<file path="src/rtl/stream_demux_1ton_pkg.sv">
// ============================================================================
// demux_pkg : shared defaults, slot state type and select range helper
// Revision  : 1.0
// ============================================================================
`default_nettype none

package demux_pkg;

   localparam int DEFAULT_DATA_W = 8;
   localparam int DEFAULT_NUM_CH = 32;
   localparam int DEFAULT_CNT_W  = 16;

   typedef enum logic {
      SLOT_EMPTY = 1'b0,
      SLOT_FULL  = 1'b1
   } slot_state_t;

   function automatic logic sel_in_range(input int sel, input int num_ch);
      return (sel < num_ch);
   endfunction

endpackage

`default_nettype wire

</file>
<file path="src/rtl/stream_demux_1ton_if.sv">
// ============================================================================
// stream_demux_1ton_if : producer side and NUM_CH sink sides of the demux
// Revision             : 1.0   (bcast_i present only with DEMUX_BCAST_EN)
// ============================================================================
`default_nettype none

interface stream_demux_1ton_if
   import demux_pkg::*;
#(
   parameter int DATA_W = DEFAULT_DATA_W,
   parameter int NUM_CH = DEFAULT_NUM_CH,
   parameter int CNT_W  = DEFAULT_CNT_W
);
   localparam int SEL_W = $clog2(NUM_CH);

   logic                     en_i;
   logic                     flush_i;
   logic                     valid_i;
   logic                     ready_o;
   logic [DATA_W-1:0]        data_i;
   logic [SEL_W-1:0]         sel_i;
`ifdef DEMUX_BCAST_EN
   logic                     bcast_i;
`endif
   logic [NUM_CH-1:0]        valid_o;
   logic [NUM_CH-1:0]        ready_i;
   logic [NUM_CH*DATA_W-1:0] data_o;
   logic                     err_o;
   logic [CNT_W-1:0]         drop_cnt_o;
   logic                     busy_o;

   modport slave (
`ifdef DEMUX_BCAST_EN
      input  bcast_i,
`endif
      input  en_i, flush_i, valid_i, data_i, sel_i, ready_i,
      output ready_o, valid_o, data_o, err_o, drop_cnt_o, busy_o
   );

   modport master (
`ifdef DEMUX_BCAST_EN
      output bcast_i,
`endif
      output en_i, flush_i, valid_i, data_i, sel_i, ready_i,
      input  ready_o, valid_o, data_o, err_o, drop_cnt_o, busy_o
   );

endinterface

`default_nettype wire

</file>
<file path="src/rtl/stream_demux_1ton_slot.sv">
// ============================================================================
// demux_slot : one-entry output register with load, drain and flush
// Revision   : 1.0
// ============================================================================
`default_nettype none

module demux_slot
   import demux_pkg::*;
#(
   parameter int DATA_W = DEFAULT_DATA_W
) (
   input  wire logic              clk_i,
   input  wire logic              rst_ni,
   input  wire logic              load,
   input  wire logic              drain,
   input  wire logic              flush,
   input  wire logic [DATA_W-1:0] din,
   output logic                   valid,
   output logic                   free,
   output logic [DATA_W-1:0]      dout
);

   slot_state_t       state_q, state_d;
   logic [DATA_W-1:0] data_q, data_d;

   always_ff @(posedge clk_i or negedge rst_ni) begin
      if (!rst_ni) begin
         state_q <= SLOT_EMPTY;
         data_q  <= '0;
      end else begin
         state_q <= state_d;
         data_q  <= data_d;
      end
   end

   // Data returns to zero whenever the slot empties, so an idle channel reads 0.
   always_comb begin
      state_d = state_q;
      data_d  = data_q;
      if (flush) begin
         state_d = SLOT_EMPTY;
         data_d  = '0;
      end else if (load) begin
         state_d = SLOT_FULL;
         data_d  = din;
      end else if ((state_q == SLOT_FULL) && drain) begin
         state_d = SLOT_EMPTY;
         data_d  = '0;
      end
   end

   assign valid = (state_q == SLOT_FULL);
   assign free  = !valid || drain;
   assign dout  = data_q;

endmodule

`default_nettype wire

</file>
<file path="src/rtl/stream_demux_1ton.sv">
// ============================================================================
// stream_demux_1ton : 1-to-NUM_CH valid/ready demux, one registered slot/channel
// Revision          : 1.0   (broadcast mode enabled by DEMUX_BCAST_EN)
// ============================================================================
`default_nettype none

module stream_demux_1ton
   import demux_pkg::*;
#(
   parameter int DATA_W = DEFAULT_DATA_W,
   parameter int NUM_CH = DEFAULT_NUM_CH,
   parameter int CNT_W  = DEFAULT_CNT_W
) (
   input  wire logic         clk_i,
   input  wire logic         rst_ni,
   stream_demux_1ton_if.slave bus
);

   localparam int SEL_W = $clog2(NUM_CH);
   localparam int SEL_N = 1 << SEL_W;

   logic [NUM_CH-1:0]        free;
   logic [NUM_CH-1:0]        load;
   logic [NUM_CH-1:0]        valid;
   logic [SEL_N-1:0]         free_ext;
   logic [NUM_CH*DATA_W-1:0] data_flat;
   logic                     bcast;
   logic                     in_range;
   logic                     ready;
   logic                     accept;
   logic                     drop;
   logic                     err_q;
   logic [CNT_W-1:0]         cnt_q;

`ifdef DEMUX_BCAST_EN
   assign bcast = bus.bcast_i;
`else
   assign bcast = 1'b0;
`endif

   assign in_range = sel_in_range(int'(bus.sel_i), NUM_CH);

   // free is padded to the full select range so any sel_i indexes safely.
   always_comb begin
      free_ext             = '0;
      free_ext[NUM_CH-1:0] = free;
      ready                = 1'b0;
      if (!bus.flush_i && bus.en_i) begin
         if (bcast)
            ready = &free;
         else if (!in_range)
            ready = 1'b1;
         else
            ready = free_ext[bus.sel_i];
      end
   end

   assign accept = bus.valid_i && ready;
   assign drop   = accept && !bcast && !in_range;

   for (genvar c = 0; c < NUM_CH; c++) begin : g_slot
      assign load[c] = accept && (bcast || (in_range && (bus.sel_i == SEL_W'(c))));

      demux_slot #(
         .DATA_W (DATA_W)
      ) u_slot (
         .clk_i  (clk_i),
         .rst_ni (rst_ni),
         .load   (load[c]),
         .drain  (bus.ready_i[c]),
         .flush  (bus.flush_i),
         .din    (bus.data_i),
         .valid  (valid[c]),
         .free   (free[c]),
         .dout   (data_flat[c*DATA_W +: DATA_W])
      );
   end

   always_ff @(posedge clk_i or negedge rst_ni) begin
      if (!rst_ni) begin
         err_q <= 1'b0;
         cnt_q <= '0;
      end else begin
         err_q <= drop;
         if (drop && (cnt_q != {CNT_W{1'b1}}))
            cnt_q <= cnt_q + CNT_W'(1);
      end
   end

   assign bus.ready_o    = ready;
   assign bus.valid_o    = valid;
   assign bus.data_o     = data_flat;
   assign bus.err_o      = err_q;
   assign bus.drop_cnt_o = cnt_q;
   assign bus.busy_o     = |valid;

endmodule

`default_nettype wire

</file>
<file path="src/flat_wrapper.sv">
// flat-port wrapper written by rule: the top's interface ports become plain ports
module stream_demux_1ton_flat import demux_pkg::*;
#(
   parameter int DATA_W = DEFAULT_DATA_W,
   parameter int NUM_CH = DEFAULT_NUM_CH,
   parameter int CNT_W  = DEFAULT_CNT_W
)
  (clk_i, rst_ni, bus_en_i, bus_flush_i, bus_valid_i, bus_data_i, bus_sel_i, bus_ready_i, bus_ready_o, bus_valid_o, bus_data_o, bus_err_o, bus_drop_cnt_o, bus_busy_o);
  stream_demux_1ton_if #(.DATA_W(DATA_W), .NUM_CH(NUM_CH), .CNT_W(CNT_W)) bus_i ();
  input  wire logic clk_i;
  input  wire logic rst_ni;
  input wire logic [$bits(bus_i.en_i)-1:0] bus_en_i;
  input wire logic [$bits(bus_i.flush_i)-1:0] bus_flush_i;
  input wire logic [$bits(bus_i.valid_i)-1:0] bus_valid_i;
  input wire logic [$bits(bus_i.data_i)-1:0] bus_data_i;
  input wire logic [$bits(bus_i.sel_i)-1:0] bus_sel_i;
  input wire logic [$bits(bus_i.ready_i)-1:0] bus_ready_i;
  output wire logic [$bits(bus_i.ready_o)-1:0] bus_ready_o;
  output wire logic [$bits(bus_i.valid_o)-1:0] bus_valid_o;
  output wire logic [$bits(bus_i.data_o)-1:0] bus_data_o;
  output wire logic [$bits(bus_i.err_o)-1:0] bus_err_o;
  output wire logic [$bits(bus_i.drop_cnt_o)-1:0] bus_drop_cnt_o;
  output wire logic [$bits(bus_i.busy_o)-1:0] bus_busy_o;
  assign bus_i.en_i = bus_en_i;
  assign bus_i.flush_i = bus_flush_i;
  assign bus_i.valid_i = bus_valid_i;
  assign bus_i.data_i = bus_data_i;
  assign bus_i.sel_i = bus_sel_i;
  assign bus_i.ready_i = bus_ready_i;
  assign bus_ready_o = bus_i.ready_o;
  assign bus_valid_o = bus_i.valid_o;
  assign bus_data_o = bus_i.data_o;
  assign bus_err_o = bus_i.err_o;
  assign bus_drop_cnt_o = bus_i.drop_cnt_o;
  assign bus_busy_o = bus_i.busy_o;
  stream_demux_1ton #(.DATA_W(DATA_W), .NUM_CH(NUM_CH), .CNT_W(CNT_W)) u_core (.clk_i(clk_i), .rst_ni(rst_ni), .bus(bus_i));
endmodule
</file>
<file path="config.mk">
export PLATFORM = sky130hd
export DESIGN_NAME = stream_demux_1ton_flat
export DESIGN_NICKNAME = d
export VERILOG_FILES = /design/src/rtl/stream_demux_1ton_pkg.sv /design/src/rtl/stream_demux_1ton_if.sv /design/src/rtl/stream_demux_1ton_slot.sv /design/src/rtl/stream_demux_1ton.sv /design/src/flat_wrapper.sv
export SDC_FILE = /design/constraint.sdc
export NUM_CORES = 1
export LEC_CHECK = 0
export ABC_AREA = 1
export CORE_UTILIZATION = 43
export DETAILED_ROUTE_END_ITERATION = 10
export PLACE_DENSITY = 0.84
export SLEW_MARGIN = 20
export SYNTH_ARGS = -nofsm -noshare
export SYNTH_HDL_FRONTEND = slang
export SYNTH_HIERARCHICAL = 1
export SYNTH_SLANG_ARGS = --single-unit
</file>
<file path="constraint.sdc">
create_clock -name clk_i -period 1.7 [get_ports clk_i]
set_input_delay 0.34 -clock clk_i [delete_from_list [all_inputs] [get_ports clk_i]]
set_output_delay 0.34 -clock clk_i [all_outputs]
set_load 0.01 [all_outputs]
</file>
==> flow_summary.ini, run 1 <==
[worst_setup_path]
slowest_stage = dfrtp_2
cp_max_fo = 3
cp-endpoint = bus_busy_o
worstPathArrival_ns = 2.06
critPathMaxStageDelay_ns = 0.42
reg2reg_from = u_core/g_slot[6].u_slot/valid
ff2ff_setup_slack_ns = -0.70
cp-start-kind = register
crit_chain = buf_6, nor4_4, nand4_1, or2_4, buf_6
crit_type = reg -> out
cp-end-kind = primary output
path_common_cell = buf_6
rr_endpoint = u_core/g_slot[19].u_slot/dout[5]
reg2reg_depth = 18
crit_required_ns = 1.36
worstSetupStartpoint = u_core/g_slot[7].u_slot/valid

[logic_synthesis]
ys_seq_area_share_pct = 57.6
yosysUniqueCellTypes = 23
syn_area_per_cell_um2 = 8.47
yosysWarnings = 6
ys_ff_latch = 288
syn_inst = 1476
syn_area_um2 = 12500

[pwr]
max-vdd-ir-drop_v = 0.000632
clkPwrFrac_pct = 47.7
combPwrFrac_pct = 7.6
p_leak_nw = 11.1
switchingPower_mw = 3.69
seqPwrFrac_pct = 44.7
netSwitchingFraction_pct = 24.0
p_int_mw = 11.7
p_per_area_nw_per_um2 = 764

[global_route]
grt_max_degree = 53
grt_pass1_vias = 13200
overflow = 0
grt_pass1_wl_um = 74700
antenna_found_initial = 2
groute.usage.overall_pct = 31.8

[routing]
drtIter0Drc = 1389
vias_per_cell = 5.52
ant_nets = 0
dr.pass1.iters = 5
drc_errors = 0
routed_wl_um = 49500
vias = 13400
wl_per_cell_um = 20.4

[sta]
slew_viol_final = 0
hold_violations = 0
finalSetupViolCount = 301
holdWs_ns = 0.198
finalCriticalPeriod_ns = 2.40
slew_headroom_pct = 25.5
tightest_slew_ns = 1.12
rsz0062_at_grt = true
setup_slack_ns = -0.700
layout_worst_path_cycle_share_pct = 141
fmax_mhz = 417
finClkSkew_ns = 0.0116
fin_tns_setup_ns = -155.45

[clock_tree]
clkSinkCount = 288
cts_root_buffer = clkbuf_16
clk_pin_slew_ns = 0.06
numCtsBuffers = 30
cts_max_path_buffers = 3
cts_tree = built
clk-insertion-delay-late_ns = 0.56
htreeDepth = 1

[placed_design]
place_congestion = 0.884
placed_area_um2 = 17600
dp_hpwl_um = 31100
io_buffers = 339

[floorplan]
ios = 357
die_width_um = 173
die_h_um = 173
core_area_um2 = 28600
initial_core_util_pct = 43.7
die_area_um2 = 29800
rows = 62

[min_path]
hp-class = in -> reg

[finish]
multiInputGateArea_um2 = 6120
final_util_pct = 70.3
final_design_area_no_fill_um2 = 20100
finalNetCount = 2070
layout_commonest_cell = nand2_1
n_fill_cell = 2073
seqCellArea_um2 = 7210
layout_common_cells = nand2_1, dfrtp_1, dlygate4sd2_1
final_layout_size_suffix_gt1_share_pct = 29.3
synthToLayoutAreaGrowth_pct = 60.9

[job]
cap_violations = 0

[outcome]
violations = setup timing
outcome = finished, violations left
repair_timing:
| action | in CTS | in global routing |
|---|---|---|
| cloned | 2 | 0 |
| hold buffers | 1 | 0 |
| setup endpoints to repair | 578 | 315 |
| gates resized for setup | 561 | 70 |
| pin swaps | 291 | 132 |
| hold endpoints to repair | 41 | 0 |
| buffers inserted | 63 | 31 |
registers in the layout, summed over array words and instances (netlist names):
register                    cells
u_core/g_slot.u_slot/valid     32
u_core/g_slot.u_slot/dout     256
per-stage QoR:
step                      setup WS, ns  power (mW)  instances
after detailed placement         -1.09        8.04       2284
after CTS                       -0.717        15.4       2403
after global routing            -0.804        15.8       2429
final                           -0.700        15.4       2430
after floorplan                 -0.103        7.35       1492
after global placement           -1.09        8.02       2284
logic make-up (layout without fill, tap and decap cells):
group                  Yosys count  after routing  synth area share, %
buffers and inverters          100            652                 3.87
other                            1             19               0.0300
AO/OA/AOI/OAI                   34             34                 1.36
flip-flops                     288            288                 57.6
AND/OR/NAND/NOR               1053           1053                 37.1
power groups by stage:
stage                     Combinational (mW)  Clock (mW)  Sequential (mW)
after floorplan                        0.350           0             7.00
after global placement                  1.02           0             7.00
after detailed placement                1.04           0             7.00
after CTS                               1.12        7.37             6.87
after global routing                    1.24        7.65             6.87
final                                   1.17        7.34             6.87
worst min-delay path by stage:
| stage | end | slack [ns] | cells past startpoint | startpoint |
|---|---|---|---|---|
| floorplan | u_core/g_slot[0].u_slot/dout[0] | 0.04 | 0 | rst_ni |
| global placement | u_core/g_slot[7].u_slot/valid | 0.30 | 1 | rst_ni |
| detailed placement | u_core/g_slot[7].u_slot/valid | 0.30 | 1 | rst_ni |
| CTS | u_core/g_slot[6].u_slot/valid | 0.17 | 3 | bus_flush_i |
| global route | u_core/g_slot[6].u_slot/valid | 0.19 | 3 | bus_flush_i |
| finish | u_core/g_slot[6].u_slot/valid | 0.20 | 3 | bus_flush_i |
synthesized netlist by cell type:
| library cell | number | share of area, % |
|---|---|---|
| and2_1 | 1 | 0.050 |
| inv_2 | 34 | 1.0 |
| dfrtp_1 | 288 | 58 |
| inv_1 | 36 | 1.1 |
| nand3_1 | 292 | 12 |
| nand3_2 | 1 | 0.080 |
| o21ai_1 | 1 | 0.040 |
| clkbuf_1 | 3 | 0.090 |
| clkinv_1 | 2 | 0.060 |
| nor4_1 | 8 | 0.40 |
| conb_1 | 1 | 0.030 |
| buf_4 | 18 | 1.1 |
| nor2_2 | 96 | 4.8 |
| nor2_1 | 4 | 0.12 |
| inv_4 | 1 | 0.050 |
| or2_2 | 1 | 0.050 |
| nand2_1 | 642 | 19 |
| nand3_4 | 1 | 0.14 |
| buf_6 | 5 | 0.45 |
| buf_2 | 1 | 0.040 |
| nand4_1 | 3 | 0.15 |
| nor2_4 | 4 | 0.36 |
| a21oi_1 | 33 | 1.3 |
per-layer routing:
metal / share of wire [%] / GRT usage (%)
met2: 48 / 54.1
met1: 38 / 39.4
met3: 9.7 / 7.04
met4: 4.3 / 12.6
met5: 0.026 / 0
worst max-delay path, delay by kind of cell, from the launching register on:
family	cells	cell delay (ns)
buf+inv	2	0.26
simple gates	3	0.82
flops	1	0.42
area by class of cell:
type	count	share of cell area, %
multi-input cells	1104	30.4
clock inverters	18	1.30
well taps	384	2.39
flip-flops and latches	288	35.8
repair buffers	523	24.4
diodes	2	0.0249
inverters	73	1.42
clock buffers	38	4.23
Note: power is estimated with default switching activity, not from simulation.
==> run 2: changes to the inputs <==
- GPL_TIMING_DRIVEN: default -> 0
==> run 2 against run 1 <==
The run still ends with setup timing left; sequential cell count stayed put; sequential share of layout area rose by 1.2 points; critical path type unchanged; combinational power is essentially flat; fmax decreased by 4.2%; highest routed layer is now met4; register-to-register slack got worse by 0.04 ns; critical path depth unchanged; hold slack improved by 0.065 ns; core utilization down 2.2 points; setup slack worse by 0.11 ns; final cell count down 2.6%.
==> flow_summary.ini, run 2 (synthesis gave the netlist of run 1 again) <==
[min_path]
whs_path_depth = 2
hp-class = in -> reg
hold_end = u_core/g_slot[1].u_slot/valid
hp-start = bus_flush_i

[sta]
fmax_mhz = 399
layout_worst_path_cycle_share_pct = 147
finClkSkew_ns = 0.0183
holdWs_ns = 0.263
tightest_slew_ns = 0.769
finalCriticalPeriod_ns = 2.51
setup_slack_ns = -0.806
hold_violations = 0
finalSetupViolCount = 578
slew_headroom_pct = 48.7
rsz0062_at_grt = true
slew_viol_final = 0

[finish]
seqCellArea_um2 = 7220
final_layout_size_suffix_gt1_share_pct = 22.2
final_util_pct = 68.1
layout_common_cells = nand2_1, clkdlybuf4s50_1, dfrtp_1
multiInputGateArea_um2 = 5840
finalNetCount = 2014
final_design_area_no_fill_um2 = 19500
layout_commonest_cell = nand2_1
synthToLayoutAreaGrowth_pct = 55.9
n_fill_cell = 2043
largest_register_ff_count = 256

[worst_setup_path]
reg2reg_from = u_core/g_slot[0].u_slot/valid
cp_max_fo = 3
cp-start-kind = register
cp-end-kind = primary output
ff2ff_setup_slack_ns = -0.74
crit_required_ns = 1.36
rr_endpoint = u_core/g_slot[5].u_slot/dout[3]
crit_type = reg -> out
slowest_stage = dfrtp_2
crit_chain = buf_4, nor4_2, nand4_1, or2_4, buf_6
critPathMaxStageDelay_ns = 0.43
worstPathArrival_ns = 2.17
reg2reg_depth = 18

[floorplan]
die_area_um2 = 29800
die_h_um = 173
die_width_um = 173
ios = 357
rows = 62
initial_core_util_pct = 43.7
core_area_um2 = 28600

[clock_tree]
cts_max_path_buffers = 3
htreeDepth = 1
clk-insertion-delay-late_ns = 0.56
cts_tree = built
cts_root_buffer = clkbuf_16
numCtsBuffers = 29
clk_pin_slew_ns = 0.07
clkSinkCount = 288

[global_route]
grt_pass1_vias = 13000
use_met3_pct = 7.65
top_usage_layer = met2
met2_usage_pct = 52.6
grt_max_degree = 101
grtUsageMet1_pct = 37.4
grt_pass1_wl_um = 72700
groute.usage.overall_pct = 31.3
overflow = 0
antenna_found_initial = 1

[placed_design]
dpl_worst_slack_ns = -1.22
place_congestion = 0.894
placed_area_um2 = 17200
io_buffers = 337
dp_hpwl_um = 32000

[pwr]
p_per_area_nw_per_um2 = 742
p_leak_nw = 9.47
power_mw = 14.5
max-vdd-ir-drop_v = 0.000705

[routing]
ant_nets = 0
drtIter0Drc = 1076
drc_errors = 0
wl_per_cell_um = 20.5
dr.pass1.iters = 6
vias_per_cell = 5.49
routed_wl_um = 48400
vias = 13000

[job]
cap_violations = 0

[outcome]
violations = setup timing
outcome = finished, violations left
## run 2: routing by layer
layer | vias to the layer above | wire (µm)
li1 | 5713 | -
met1 | 6289 | 17700
met2 | 817 | 23300
met3 | 178 | 4800
met4 | 0 | 2660
met5 | - | 0
## run 2: worst max-delay path by stage
stage | end | cells past startpoint | start
finish | bus_busy_o | 5 | u_core/g_slot[6].u_slot/valid
global placement | u_core/g_slot[17].u_slot/dout[3] | 1 | rst_ni
detailed placement | bus_ready_o | 12 | bus_sel_i[0]
floorplan | u_core/g_slot[10].u_slot/dout[0] | 14 | bus_sel_i[1]
global route | bus_busy_o | 5 | u_core/g_slot[6].u_slot/valid
CTS | bus_busy_o | 5 | u_core/g_slot[14].u_slot/valid
## run 2: critical path: cells and delay by family (launching register included)
family / cells / cell delay [ns]
flops: 1 / 0.43
buf+inv: 2 / 0.30
simple gates: 3 / 0.87
## run 2: layout make-up
type,instances,area share [%]
sequential,288,37.1
multi-input combinational,1104,30.0
timing repair buffer,441,23.0
clock buffer,38,4.10
tap,384,2.46
inverter,73,1.46
buffer,27,1.30
clock inverter,10,0.661
antenna,1,0.0128
## run 2: through the flow
step | cells | TNS (ns)
after floorplan | 1492 | -23.45
after global routing | 2366 | -246.52
after global placement | 2213 | -5084.75
final | 2366 | -193.74
after CTS | 2350 | -213.93
after detailed placement | 2224 | -322.13
## run 2: power by group
part	internal [mW]	switching (mW)	leakage (nW)	total, mW
Clock	3.73	2.69	0.462	6.42
Combinational	0.386	0.792	5.01	1.18
Sequential	6.86	0.00849	4.00	6.87
## run 2: timing repair
| action | 4_1_cts | 5_1_grt |
|---|---|---|
| hold endpoints to repair | 98 | 0 |
| cloned | 3 | 0 |
| pin swaps | 212 | 54 |
| buffers inserted | 75 | 17 |
| gates resized for setup | 125 | 27 |
| hold buffers | 1 | 0 |
| setup endpoints to repair | 578 | 578 |
